<file path="config.mk">
export PLATFORM = sky130hd
export DESIGN_NAME = hs_ram_arbiter
export DESIGN_NICKNAME = d
export VERILOG_FILES = /design/src/rtl/hs_ram_arbiter.sv
export SDC_FILE = /design/constraint.sdc
export NUM_CORES = 1
export LEC_CHECK = 0
export ABC_AREA = 1
export CORE_UTILIZATION = 35
export DETAILED_ROUTE_END_ITERATION = 10
export PLACE_DENSITY_LB_ADDON = 0.2
export SKIP_LAST_GASP = 1
export SYNTH_ARGS = -nofsm -noshare
export SYNTH_HDL_FRONTEND = slang
export SYNTH_SLANG_ARGS = --single-unit
</file>
<file path="constraint.sdc">
create_clock -name clk_sys -period 3.4 [get_ports clk_sys]
set_clock_uncertainty 0.15 [all_clocks]
set_input_delay 1.02 -clock clk_sys [delete_from_list [all_inputs] [get_ports clk_sys]]
set_output_delay 1.02 -clock clk_sys [all_outputs]
set_load 0.02 [all_outputs]
</file>
<file path="src/rtl/hs_ram_arbiter.sv">
// hs_ram_arbiter
// Shares the single-port CPU work RAM between the Z80 game core and the
// hiscore engine. A hiscore pause request becomes a CPU pause at the next
// CPU bus-cycle boundary. After a fixed drain interval the RAM port is handed
// to the hiscore side. When the hiscore side lets go, ownership returns to the
// CPU at the following bus-cycle boundary.
//
// Hiscore access handshake (strobe/ack, one transaction at a time):
//   - In HS, with no access outstanding, a 1-cycle hs_write or hs_read is accepted.
//     hs_write wins if both strobes are high in the same cycle.
//   - A write drives ram_we only in the strobe cycle. hs_ack pulses in the next cycle.
//   - A read drives the address in strobe cycle N. ram_dout is captured into
//     hs_data_out at the end of N+1, and hs_ack pulses in N+2.
//   - The engine counts as busy from the strobe up to and including the ack
//     cycle. Strobes seen while busy, or outside HS, are dropped and get no ack.
module hs_ram_arbiter #(
    parameter int AW    = 11,
    parameter int DW    = 8,
    parameter int DRAIN = 4
) (
    input  logic          clk_sys,
    input  logic          reset,
    // CPU side
    input  logic          cpu_ce,
    input  logic [AW-1:0] cpu_addr,
    input  logic [DW-1:0] cpu_din,
    input  logic          cpu_we,
    output logic [DW-1:0] cpu_dout,
    // hiscore side
    input  logic          hs_pause,
    input  logic [15:0]   hs_address,
    input  logic [DW-1:0] hs_data_in,
    input  logic          hs_write,
    input  logic          hs_read,
    output logic [DW-1:0] hs_data_out,
    output logic          hs_ack,
    output logic          hs_granted,
    // pause block
    output logic          pause_cpu,
    // RAM macro (synchronous read, 1-cycle latency)
    output logic [AW-1:0] ram_addr,
    output logic [DW-1:0] ram_din,
    output logic          ram_we,
    input  logic [DW-1:0] ram_dout,
    // debug: current ownership state (0=CPU, 1=DRAIN, 2=HS, 3=REL)
    output logic [1:0]    fsm_state
);

    typedef enum logic [1:0] {
        ST_CPU   = 2'd0,
        ST_DRAIN = 2'd1,
        ST_HS    = 2'd2,
        ST_REL   = 2'd3
    } state_t;

    // The last count value seen in DRAIN before the hand-over to the hiscore side.
    localparam logic [3:0] DRAIN_LAST = 4'(DRAIN - 1);

    state_t      state, state_nx;
    logic [3:0]  drain_cnt, drain_cnt_nx;
    logic        pause_nx;
    logic        granted_nx;

    // An accepted read waits in pend_rd for the RAM data.
    logic        pend_rd;
    logic        hs_busy;
    logic        hs_accept;
    logic        acc_wr;
    logic        acc_rd;

    // Address bits above AW are ignored. There is no range check.
    logic        unused_hs_hi;
    assign unused_hs_hi = ^hs_address[15:AW];

    assign fsm_state = state;

    // hiscore strobe acceptance: only in HS, and only when no access is outstanding
    always_comb begin
        hs_busy   = pend_rd | hs_ack;
        hs_accept = (state == ST_HS) && !hs_busy && (hs_write || hs_read);
        acc_wr    = hs_accept && hs_write;
        acc_rd    = hs_accept && hs_read && !hs_write;
    end

    // RAM port mux and CPU read-data return, selected by the ownership state
    always_comb begin
        ram_addr = cpu_addr;
        ram_din  = cpu_din;
        ram_we   = 1'b0;
        cpu_dout = ram_dout;
        case (state)
            ST_CPU: begin
                ram_we = cpu_we & cpu_ce;
            end
            ST_DRAIN, ST_REL: begin
                // The CPU stays on the mux, but it cannot write while it is held.
                ram_we = 1'b0;
            end
            ST_HS: begin
                ram_addr = hs_address[AW-1:0];
                ram_din  = hs_data_in;
                ram_we   = acc_wr;
                cpu_dout = '0;
            end
            default: begin
                ram_we = 1'b0;
            end
        endcase
    end

    // ownership next-state logic; pause_cpu and hs_granted move only on these transitions
    always_comb begin
        state_nx     = state;
        drain_cnt_nx = drain_cnt;
        pause_nx     = pause_cpu;
        granted_nx   = hs_granted;
        case (state)
            ST_CPU: begin
                // Switch only on a bus-cycle boundary. The access on this cpu_ce still completes.
                if (hs_pause && cpu_ce) begin
                    state_nx     = ST_DRAIN;
                    pause_nx     = 1'b1;
                    drain_cnt_nx = '0;
                end
            end
            ST_DRAIN: begin
                if (!hs_pause) begin
                    state_nx     = ST_REL;
                    drain_cnt_nx = '0;
                end else if (drain_cnt == DRAIN_LAST) begin
                    state_nx     = ST_HS;
                    granted_nx   = 1'b1;
                    drain_cnt_nx = '0;
                end else begin
                    drain_cnt_nx = drain_cnt + 4'd1;
                end
            end
            ST_HS: begin
                // A read in flight, or a strobe accepted this cycle, holds the
                // port until the ack cycle.
                if (!hs_pause && !pend_rd && !hs_accept) begin
                    state_nx   = ST_REL;
                    granted_nx = 1'b0;
                end
            end
            ST_REL: begin
                if (cpu_ce) begin
                    state_nx = ST_CPU;
                    pause_nx = 1'b0;
                end
            end
            default: begin
                state_nx     = ST_CPU;
                pause_nx     = 1'b0;
                granted_nx   = 1'b0;
                drain_cnt_nx = '0;
            end
        endcase
    end

    // ownership state register
    always_ff @(posedge clk_sys) begin
        if (reset) begin
            state      <= ST_CPU;
            drain_cnt  <= '0;
            pause_cpu  <= 1'b0;
            hs_granted <= 1'b0;
        end else begin
            state      <= state_nx;
            drain_cnt  <= drain_cnt_nx;
            pause_cpu  <= pause_nx;
            hs_granted <= granted_nx;
        end
    end

    // hiscore access pipeline: read-data capture and ack generation
    always_ff @(posedge clk_sys) begin
        if (reset) begin
            pend_rd     <= 1'b0;
            hs_ack      <= 1'b0;
            hs_data_out <= '0;
        end else begin
            pend_rd <= acc_rd;
            hs_ack  <= acc_wr | pend_rd;
            if (pend_rd) begin
                hs_data_out <= ram_dout;
            end
        end
    end

endmodule

</file>
==> impl_metrics.py <==
metrics = {
    "yosys": {
        "synth_top_area_cell": "dfxtp_1",
        "synth_warnings": 0,
        "netlist_instances": 193,
        "synth.distinct_cells": 22,
        "synth_xor_xnor_area_share": 0.0148,
        "synth_top_area_share": 0.304,
        "ys_ff_latch": 18,
        "synth_top_family_by_area": "simple AND/OR/NAND/NOR gates",
        "synth_area_leaders": "dfxtp_1, nand2_1, a21oi_1, ha_1, inv_1",
        "synth_adder_area_share": 0.0634,
        "avgSynthCellArea_um2": 6.13,
        "syn_area_um2": 1180,
        "syn-num-nets": 257,
        "synth_mux_area_frac": 0,
        "seq_area_frac_synth": 0.304,
        "synth_compound_gate_area_share": 0.140,
        "yosys.area_share.simple": 0.374,
    },
    "floorplan": {
        "ioPinCount": 99,
        "fp.dieW_um": 60.2,
        "initial_utilization": 0.378,
        "die_y_um": 60.2,
        "dieArea_um2": 3620,
        "rows": 20,
        "fp.coreArea_um2": 3130,
    },
    "worst_setup_path": {
        "r2r_slack_ps": 1670,
        "timing.rr.start": "fsm_state[0]$_SDFFE_PP0P_",
        "start_kind": "input pin",
        "crit_path_start": "hs_data_in[7]",
        "crit_end": "ram_din[7]",
        "r2r_cells": 8,
        "timing.rr.end": "hs_granted$_SDFFE_PP0P_",
        "critical_path_class": "input pin to output pin",
        "end_kind": "output pin",
        "cp_data_arrival_time_ps": 2200,
        "cp.required_ps": 2230,
        "worstPathMaxFanout": 1,
    },
    "grt": {
        "grt_max_degree": 30,
        "antenna_found_initial": 0,
        "grt_use_total": 0.211,
        "grt_pass1_vias": 1344,
        "grt_overflow": 0,
        "grt_pass1_wl_mm": 5.84,
    },
    "worst_hold_path": {
        "hold_class": "flop to flop",
    },
    "layout": {
        "antennaDiodeCount": 0,
        "layout_commonest_cell": "nand2_1",
        "final_nets": 352,
        "drive_gt1_frac": 0.0697,
        "final_cell_mix": "nand2_1, clkdlybuf4s50_1, dlymetal6s2s_1",
        "area_growth_pct": 90.6,
        "fin_area_um2": 2260,
        "final_util": 0.721,
    },
    "routing": {
        "post_drt_wl_per_cell_um": 12.1,
        "drtPass1Iterations": 4,
        "vias": 1505,
        "ant_nets": 0,
        "routed_wl_mm": 4.01,
        "drt-vias-per-instance": 4.55,
        "drc": 0,
        "drt_iter0_markers": 82,
    },
    "placed_design": {
        "portBuffers": 93,
        "gp_congestion": 0.772,
        "place_hpwl_mm": 3.10,
        "post_dp_cell_area_um2": 2170,
    },
    "timing": {
        "hold_viol": 0,
        "finalCritPeriodShare": 0.990,
        "report.final.slew_viol_count": 0,
        "setup_viol": 0,
        "tightestPinTransition_ps": 551,
        "relSlewSlack": 0.632,
        "fmax_mhz": 297,
        "timing.hold.ws_ps": 375,
        "fin_crit_ps": 3370,
        "final.setup.tns_ps": 0,
    },
    "clocking": {
        "cts-resized-gates": 4,
        "cts_tree": "done",
        "clkTransAtPathRegs_ps": 100,
        "cts.sinks": 18,
        "clockBufferDepth": 2,
        "postCtsSetupBuffers": 0,
        "cts_inserted_buffers": 3,
        "clk_latency_ps": 290,
        "h-tree-depth": 1,
        "postCtsHoldBufs": 0,
        "cts_root_buf": "clkbuf_4",
    },
    "run_status": {
        "status": "completed",
    },
    "power": {
        "cellPowerDensity_nw_per_um2": 509,
        "ir_worst_vdd_uv": 321,
        "leakage_nw": 1.24,
    },
    "run": {
        "cap_violations": 0,
    },
}
Yosys cell counts (all sizes together):
cell type and count:
inv 22, buf 8, a21oi 15, nand3 8, o21bai 1, nand2 77
or2 1, o21ai 13, dfxtp 18, a31oi 1, nor3 1, nor2 19
nand4 1, ha 6, xor2 2
where the power goes:
part / leakage [nW] / internal (mW) / switching, mW
Sequential: 0.146 / 0.239 / 0.0221
Clock: 0.0210 / 0.0652 / 0.0658
Combinational: 1.07 / 0.333 / 0.421
Total: 1.24 / 0.638 / 0.509
flip-flops by register name, indices dropped and copies added (netlist names):
register / cells
hs_data_out: 8
fsm_state: 2
pend_rd: 1
hs_ack: 1
hs_granted: 1
pause_cpu: 1
drain_cnt: 4
metal layers:
metal / global-route usage / up-vias / wire length (um)
met5: 0 / - / 0
met1: 0.229 / 662 / 1610
met4: 0.0831 / 0 / 52
li1: - / 784 / -
met2: 0.388 / 53 / 1950
met3: 0.0476 / 6 / 399
per-stage QoR:
stage | std cells | worst slack, ps | power (mW)
6_report | 331 | 32.9 | 1.15
3_5_place_dp | 327 | -320 | 1.03
5_1_grt | 331 | -0.472 | 1.24
2_1_floorplan | 193 | 520 | 0.700
4_1_cts | 331 | 2.32 | 1.17
3_3_place_gp | 327 | -311 | 1.02
critical path, stage by stage:
cell,delay [ps]
clkdlybuf4s50_1,450
nand2_1,50
nand2_1,70
clkdlybuf4s50_1,610
cells by family (layout without fill, tap and decap cells):
logic type / after synthesis / after routing
buffers and inverters: 30 / 124
flip-flops: 18 / 18
AO/OA/AOI/OAI: 30 / 30
AND/OR/NAND/NOR: 107 / 107
adder cells (fa/ha/maj): 6 / 6
XOR/XNOR: 2 / 2
worst min path at each step:
stage,from,endpoint,slack (ps),cells after the start
6_report,hs_granted$_SDFFE_PP0P_,hs_granted$_SDFFE_PP0P_,370,2
5_1_grt,hs_granted$_SDFFE_PP0P_,hs_granted$_SDFFE_PP0P_,420,2
4_1_cts,hs_granted$_SDFFE_PP0P_,hs_granted$_SDFFE_PP0P_,370,2
3_5_place_dp,hs_granted$_SDFFE_PP0P_,hs_granted$_SDFFE_PP0P_,350,2
3_3_place_gp,hs_granted$_SDFFE_PP0P_,hs_granted$_SDFFE_PP0P_,320,2
2_1_floorplan,drain_cnt[3]$_SDFFE_PP0P_,drain_cnt[3]$_SDFFE_PP0P_,330,2
final cells by class:
type                       count  area (um2)
fill                         267         872
sequential                    18         360
tap                           44        55.1
timing repair buffer          98        1020
inverter                      22        82.6
clock buffer                   4        36.3
multi-input combinational    145         701
No activity file was read; power rests on OpenSTA's default activity.
